**src/rtl/counter_inc_dec_mc_pkg.sv**
```systemverilog
// Shared types, limits and the next-count function used by the counter
// channels and the bound assertion block.
package counter_pkg;

  localparam int W_MAX = 32;

  typedef enum logic {
    CNT_WRAP = 1'b0,
    CNT_SAT  = 1'b1
  } cnt_mode_t;

  typedef logic [W_MAX-1:0] cnt_w_t;
  typedef logic [W_MAX:0]   cnt_x_t;

  typedef struct packed {
    cnt_w_t cnt;
    logic   ovf;
    logic   udf;
  } cnt_res_t;

  // Step arithmetic in W+1 bits (here W_MAX+1 so one body serves every
  // width); the carry out of bit w-1 marks a crossing.
  function automatic cnt_res_t next_cnt(
    input cnt_w_t    cnt,
    input logic      inc,
    input logic      dec,
    input int        w,
    input cnt_w_t    step,
    input cnt_mode_t mode
  );
    cnt_x_t   top;
    cnt_x_t   c;
    cnt_x_t   s;
    cnt_x_t   d;
    cnt_res_t r;
    top   = (cnt_x_t'(1) << w) - cnt_x_t'(1);
    c     = cnt_x_t'(cnt);
    s     = c + cnt_x_t'(step);
    d     = c - cnt_x_t'(step);
    r.cnt = cnt;
    r.ovf = 1'b0;
    r.udf = 1'b0;
    if (inc && !dec) begin
      if (s > top) begin
        r.ovf = 1'b1;
        r.cnt = (mode == CNT_SAT) ?
                cnt_w_t'(top) : cnt_w_t'(s & top);
      end else begin
        r.cnt = cnt_w_t'(s);
      end
    end else if (dec && !inc) begin
      if (c < cnt_x_t'(step)) begin
        r.udf = 1'b1;
        r.cnt = (mode == CNT_SAT) ?
                '0 : cnt_w_t'(d & top);
      end else begin
        r.cnt = cnt_w_t'(d);
      end
    end
    return r;
  endfunction

endpackage

```
**src/rtl/counter_inc_dec_mc_ch.sv**
```systemverilog
// One up/down counter channel: clr > load > step, wrap or saturate.
// Ports: clk, rst_n, clr, load, load_val, inc, dec, stat_clr in;
//        cnt, zero, full, ovf, udf, ovf_stk, udf_stk out.
module counter_ch
  import counter_pkg::*;
#(
  parameter int W        = 8,
  parameter int STEP     = 1,
  parameter int RST_VAL  = 0,
  parameter int SAT_MODE = 0
) (
  input  logic         clk,
  input  logic         rst_n,
  input  logic         clr,
  input  logic         load,
  input  logic [W-1:0] load_val,
  input  logic         inc,
  input  logic         dec,
  input  logic         stat_clr,
  output logic [W-1:0] cnt,
  output logic         zero,
  output logic         full,
  output logic         ovf,
  output logic         udf,
  output logic         ovf_stk,
  output logic         udf_stk
);

  localparam logic [W-1:0] RST_CNT = W'(RST_VAL);
  localparam cnt_w_t STEP_W = cnt_w_t'(STEP);
  localparam cnt_mode_t MODE =
    (SAT_MODE != 0) ? CNT_SAT : CNT_WRAP;

  logic [W-1:0] cnt_q, cnt_d;
  logic         ovf_q, ovf_d;
  logic         udf_q, udf_d;
  logic         ovf_stk_q, ovf_stk_d;
  logic         udf_stk_q, udf_stk_d;
  logic         load_only;
  cnt_res_t     res;
  logic         unused_res;

  assign load_only  = load & ~clr;
  assign unused_res = ^res.cnt;

  always_comb begin
    res   = next_cnt(cnt_w_t'(cnt_q), inc, dec,
                     W, STEP_W, MODE);
    cnt_d = cnt_q;
    ovf_d = 1'b0;
    udf_d = 1'b0;
    unique case (1'b1)
      clr:       cnt_d = RST_CNT;
      load_only: cnt_d = load_val;
      default: begin
        cnt_d = res.cnt[W-1:0];
        ovf_d = res.ovf;
        udf_d = res.udf;
      end
    endcase
    // stat_clr beats a same-cycle event
    ovf_stk_d = (ovf_stk_q | ovf_d) & ~stat_clr;
    udf_stk_d = (udf_stk_q | udf_d) & ~stat_clr;
  end

  always_ff @(posedge clk or negedge rst_n) begin
    if (!rst_n) begin
      cnt_q     <= RST_CNT;
      ovf_q     <= 1'b0;
      udf_q     <= 1'b0;
      ovf_stk_q <= 1'b0;
      udf_stk_q <= 1'b0;
    end else begin
      cnt_q     <= cnt_d;
      ovf_q     <= ovf_d;
      udf_q     <= udf_d;
      ovf_stk_q <= ovf_stk_d;
      udf_stk_q <= udf_stk_d;
    end
  end

  assign cnt     = cnt_q;
  assign zero    = (cnt_q == '0);
  assign full    = &cnt_q;
  assign ovf     = ovf_q;
  assign udf     = udf_q;
  assign ovf_stk = ovf_stk_q;
  assign udf_stk = udf_stk_q;

endmodule

```
**src/rtl/counter_inc_dec_mc.sv**
```systemverilog
// NUM_CH independent up/down counters with flags, sharing clk/rst_n.
// Ports: per-channel bit vectors; load_val/cnt sliced as [i*W +: W].
module counter_inc_dec_mc
  import counter_pkg::*;
#(
  parameter int NUM_CH   = 4,
  parameter int W        = 8,
  parameter int STEP     = 1,
  parameter int RST_VAL  = 0,
  parameter int SAT_MODE = 0
) (
  input  logic                clk,
  input  logic                rst_n,
  input  logic [NUM_CH-1:0]   clr,
  input  logic [NUM_CH-1:0]   load,
  input  logic [NUM_CH*W-1:0] load_val,
  input  logic [NUM_CH-1:0]   inc,
  input  logic [NUM_CH-1:0]   dec,
  input  logic [NUM_CH-1:0]   stat_clr,
  output logic [NUM_CH*W-1:0] cnt,
  output logic [NUM_CH-1:0]   zero,
  output logic [NUM_CH-1:0]   full,
  output logic [NUM_CH-1:0]   ovf,
  output logic [NUM_CH-1:0]   udf,
  output logic [NUM_CH-1:0]   ovf_stk,
  output logic [NUM_CH-1:0]   udf_stk
);

  for (genvar i = 0; i < NUM_CH; i++) begin : g_ch
    counter_ch #(
      .W        (W),
      .STEP     (STEP),
      .RST_VAL  (RST_VAL),
      .SAT_MODE (SAT_MODE)
    ) u_ch (
      .clk      (clk),
      .rst_n    (rst_n),
      .clr      (clr[i]),
      .load     (load[i]),
      .load_val (load_val[i*W +: W]),
      .inc      (inc[i]),
      .dec      (dec[i]),
      .stat_clr (stat_clr[i]),
      .cnt      (cnt[i*W +: W]),
      .zero     (zero[i]),
      .full     (full[i]),
      .ovf      (ovf[i]),
      .udf      (udf[i]),
      .ovf_stk  (ovf_stk[i]),
      .udf_stk  (udf_stk[i])
    );
  end

endmodule

```
**config.mk**
```make
export PLATFORM = sky130hd
export DESIGN_NAME = counter_inc_dec_mc
export DESIGN_NICKNAME = d
export VERILOG_FILES = /design/src/rtl/counter_inc_dec_mc_pkg.sv /design/src/rtl/counter_inc_dec_mc_ch.sv /design/src/rtl/counter_inc_dec_mc.sv
export SDC_FILE = /design/constraint.sdc
export NUM_CORES = 1
export LEC_CHECK = 0
export BUFFER_PORTS_ARGS = -buffer_cell sky130_fd_sc_hd__clkbuf_2
export CELL_PAD_IN_SITES_DETAIL_PLACEMENT = 1
export CELL_PAD_IN_SITES_GLOBAL_PLACEMENT = 1
export CORE_UTILIZATION = 30
export DETAILED_ROUTE_END_ITERATION = 7
export PLACE_DENSITY_LB_ADDON = 0.1
export SETUP_SLACK_MARGIN = 0.15
export SYNTH_ARGS = -nofsm -noshare
export SYNTH_HDL_FRONTEND = slang
export SYNTH_HIERARCHICAL = 1
export SYNTH_SLANG_ARGS = --single-unit
export TNS_END_PERCENT = 100
```
**constraint.sdc**
```tcl
create_clock -name clk -period 2.25 [get_ports clk]
set_input_delay 0.1125 -clock clk [delete_from_list [all_inputs] [get_ports clk]]
set_output_delay 0.1125 -clock clk [all_outputs]
set_load 0.02 [all_outputs]
```
## After elaboration in Yosys (flattened, before gate mapping)

Index checks and enable logic that the tools add are counted.

| storage, ports and cells | value |
|---|---|
| register bits | 48 |
| bits of input ports | 54 |
| output and inout port bits | 56 |
| word-level logic and storage cells | 136 |

| operators by class | value |
|---|---|
| add/subtract/negate cells | 8 |
| $lt $le $gt $ge | 8 |
| multiplexer cells | 40 |
| bitwise logic cells | 28 |
| reduce and logical (&&, ||, !) cells | 32 |

Operator list:

| operator | count |
|---|---|
| $gt 33x8->1 const B | 4 |
| $mux 8 | 8 |
| $pmux 8 s2 | 4 |
| $add 8x1->9 const B | 4 |
| $sub 8x1->9 const B | 4 |
| $logic_not 8->1 | 4 |
| $lt 8x1->1 const B | 4 |
| $reduce_and 8->1 | 4 |
| $mux 1 | 28 |
| $reduce_bool 4->1 | 4 |
| $and 1x1->1 | 12 |
| $logic_and 1x1->1 | 8 |
| $logic_not 1->1 | 8 |
| $not 1->1 | 8 |
| $or 1x1->1 | 8 |
| $reduce_or 2->1 | 4 |

## Logic depth before layout (Yosys ltp)

| depth | value |
|---|---|
| depth in word-level cells | 7 |
| depth in mapped cells | 7 |
| mapped depth without buffers | 7 |

## Modules after synthesis

Netlist, hierarchy kept.

Modules (own cells, without submodules):

| module | times used | cells an instance | area each (um^2) | seq. area each (um^2) |
|---|---|---|---|---|
| counter_ch | 4 | 113 | 983.4 | 300.3 |

## Worst setup path after synthesis

Ideal clock, no wire load.

| timing | value |
|---|---|
| kind | register to register |
| start point | reg g_ch[0].u_ch.cnt_q[1] |
| end point | reg g_ch[0].u_ch.cnt_q[6] |
| library setup time | 130 ps |
| arrival time | 1663 ps |
| data required time | 2120 ps |
| slack | 456 ps |
| cell stages (with the launch flop) | 7 |
| buffers on the path | 0 |
| clock period less this slack | 1794 ps |
| cell sequence | dfrtp_1 -> ha_1 -> and4_1 -> nand2_1 -> xnor2_2 -> a221oi_2 -> o31ai_2 |

| on the way | value |
|---|---|
| word-level cells in the longest chain between the ends | 4 |
| elaborated cells on any way between the ends | 5 |
| classes of those cells | add/sub (2); mux (3) |

RTL lines:

| what | RTL line | RTL |
|---|---|---|
| start: declaration | counter_inc_dec_mc_ch.sv:34 | `logic [W-1:0] cnt_q, cnt_d;` |
| start signal: assignment | counter_inc_dec_mc_ch.sv:74 | `cnt_q <= cnt_d;` |
| $sub 8x1->9 | counter_inc_dec_mc_pkg.sv:39 | `d = c - cnt_x_t'(step);` |
| $mux 8 | counter_inc_dec_mc_pkg.sv:51 | `end else if (dec && !inc) begin` |
| $mux 8 * | counter_inc_dec_mc_pkg.sv:43 | `if (inc && !dec) begin` |
| $pmux 8 s2 * | counter_inc_dec_mc_ch.sv:52 | `unique case (1'b1)` |

Every way passes the cells marked *; elsewhere a longest branch is shown, timed or not. The select of a mux whose other input is x is not followed.
A chain may end at the register's enable or synchronous reset.

## Final worst setup path

| timing | value |
|---|---|
| start point | reg g_ch[3].u_ch.cnt_q[1] |
| end point | out full[3] |

| on the way | value |
|---|---|
| word-level cells in the longest chain between the ends | 1 |

RTL lines:

| what | RTL line | RTL |
|---|---|---|
| start: declaration | counter_inc_dec_mc_ch.sv:34 |  |
| start signal: assignment | counter_inc_dec_mc_ch.sv:74 |  |
| $reduce_and 8->1 | counter_inc_dec_mc_ch.sv:84 | `assign full = &cnt_q;` |
| end: declaration | counter_inc_dec_mc.sv:22 | `output logic [NUM_CH-1:0] full,` |

No other way between the ends.

==> flow_summary.toml <==
[clocking]
clock-sinks = 48
cts_tree = "yes"
postCtsSetupRepairBufs = 0
cts_buffer_depth = 2
worstSkewPairLatency_ps = 300
root_buffer = "clkbuf_16"
clk_pin_slew_ps = 80
htree_num_levels = 2
cts_buffers = 5

[timing]
worst_hold_slack_ps = 47.02
skew_ps = 9.655
setup_viol = 0
rsz0062_at_grt = "false"
fin_crit_sh_pct = 86.91
slew_headroom_pct = 54.08
maxSlewViolCount = 0
fin_crit_ps = 1955
finalWorstSetupSlack_ps = 294.5
setup_tns_ps = 0
worst_pin_slew_ps = 688.8
hold_viol = 0
timing.fmax_mhz = 511.4

[yosys]
ys_types = 41
yosys-top-cells-count = "dfrtp_1, nor2_1, o21ai_0, a21oi_1"
netlist.area_leader.share_pct = 30.53
synth_fp_nets = 526
synth_edf_count = 0
syn-mean-instance-area_sq_um = 8.703
synthArstFlopShare_pct = 100.0
synth_area_sq_um = 3934
ys_seq_area_share_pct = 30.53
yosysWarnings = 6
yosys.area.top_type = "dfrtp_1"
ys.flop_type = "dfrtp_1"
synth-seq-cells = 48
synth.area.top_cells = "dfrtp_1, ha_1, o21ai_0, a21oi_1, nor2_1"
synthesis.instances = 452

[drt]
avgRoutedWirePerCell_um = 16.87
firstDrtPassIters = 4
post-route-drc-count = 0
ant_nets = 0
routed_via_density = 5.218
vias = 3804
totalWireLength_um = 12300
drt-initial-drc-count = 152

[cells_and_area]
instances_no_fill = 729
diodes = 0
fillers = 1579
layout.nets = 630
area_growth_pct = 22.58
layout-drive-gt1-share_pct = 29.44

[floorplan]
fp.dieH_um = 116.5
die_w_um = 116.5
rows = 41
placeableCoreArea_sq_um = 12720
dieArea_sq_um = 13570
initial_core_util_pct = 30.92
io_pins = 110

[setup_path]
cp-end-kind = "output port"
worstPathArrival_ps = 1840
r2r-start = "g_ch[0].u_ch/cnt[0]$_DFFE_PN0P_"
reg2reg_to = "g_ch[0].u_ch/cnt[6]$_DFFE_PN0P_"
regToRegSetupSlack_ps = 380
worstPathMaxFanout = 10
cp-start-kind = "flip-flop"
r2r_cells = 6
required_ps = 2140
worstSetupPathType = "flip-flop to output port"

[run]
max-cap-violations = 0

[placement]
hpwl_um = 9280
place_inst = 716
place.gp.congestion = 0.7986
port_buffers = 109
pre_cts_slack_ps = 384.2

[grt]
antenna_found_initial = 0
grt_max_degree = 49
grt_usage_pct = 18.86
grt_pass1_vias = 3726
grt_first_pass_wirelength_um = 19810
gr-total-overflow = 0

[hold_path]
min_from = "load_val[0]"
whs_endpoint = "g_ch[0].u_ch/cnt[0]$_DFFE_PN0P_"
hp-class = "primary input to flip-flop"
whs_path_depth = 3

[power]
vdd_drop_max_uv = 290.2
totalPowerFinal_uw = 2859
power.density_nw_per_um2 = 592.9
power_leakage_uw = 0.002330

[outcome]
outcome = "finished clean"
## layer usage
layer	vias to the layer above	wire length, um	GRT usage (%)
li1	1853	-	-
met3	12	544	3.425
met4	0	141	4.872
met2	95	5561	29.86
met5	-	0	0
met1	1844	6054	26.38
## worst max path at each step
stage / cells after the start / slack, ps / to / from
detailed placement: 6 / 380 / g_ch[0].u_ch/cnt[6]$_DFFE_PN0P_ / g_ch[0].u_ch/cnt[0]$_DFFE_PN0P_
CTS: 4 / 250 / full[2] / g_ch[2].u_ch/cnt[1]$_DFFE_PN0P_
global placement: 7 / 470 / g_ch[1].u_ch/cnt[2]$_DFFE_PN0P_ / inc[1]
global route: 4 / 160 / full[3] / g_ch[3].u_ch/cnt[1]$_DFFE_PN0P_
floorplan: 6 / 460 / g_ch[0].u_ch/cnt[6]$_DFFE_PN0P_ / g_ch[0].u_ch/cnt[1]$_DFFE_PN0P_
finish: 4 / 290 / full[3] / g_ch[3].u_ch/cnt[1]$_DFFE_PN0P_
## logic make-up (layout without fill, tap and decap cells)
family | after synthesis | count (layout) | share of synthesized area (%)
simple gates | 180 | 180 | 28.50
compound gates | 132 | 132 | 22.01
flops | 48 | 48 | 30.53
buf+inv | 44 | 149 | 5.471
xor+xnor | 24 | 24 | 6.107
fa+ha+maj | 20 | 20 | 6.361
mux | 4 | 4 | 1.018
## where the power goes
group          leakage, uW  switching, uW  internal (uW)
clock network    0.0000808            366            525
registers         0.000641            180            925
logic              0.00161            503            360
## repair_timing
| item | CTS | global route |
|---|---|---|
| hold endpoints to repair | 54 | 0 |
| hold buffers | 5 | 0 |
| resized for setup | 0 | 1 |
| setup endpoints to repair | 0 | 1 |
## placed cells by master (no fill, tap or decap), drive strengths merged, types with 12 or more instances in the layout
cell type	instances
clkbuf	115
o21ai	52
nor2	48
dfrtp	48
a21oi	36
inv	20
nand2	20
ha	20
nor3	20
xor2	16
nor3b	16
nor2b	12
a221oi	12
## worst max-delay path: stages (launching register included)
cell and delay, ps:
dfrtp_1 530, ha_1 300, and4_1 250, and4_1 270
clkbuf_2 190
## state kept, by name (all words and copies together) (netlist names)
name / cells
g_ch.u_ch/cnt: 32
g_ch.u_ch/ovf: 4
g_ch.u_ch/ovf_stk: 4
g_ch.u_ch/udf: 4
g_ch.u_ch/udf_stk: 4
## final cells by class
class	instances	area, sq um	share of cell area, %
Clock buffer	6	128.9	2.673
Clock inverter	2	35.03	0.7265
Inverter	20	75.07	1.557
Multi-Input combinational cell	360	2517	52.21
Sequential cell	48	1202	24.94
Tap cell	172	215.2	4.463
Timing Repair Buffer	121	648.1	13.44
## per-stage QoR
| step | util (%) | area, sq um |
|---|---|---|
| global route | 37.90 | 4822 |
| finish | 37.90 | 4822 |
| CTS | 37.89 | 4821 |
| global placement | 36.21 | 4607 |
| floorplan | - | 3934 |
| detailed placement | 36.21 | 4607 |
(Power assumes the default switching activity.)
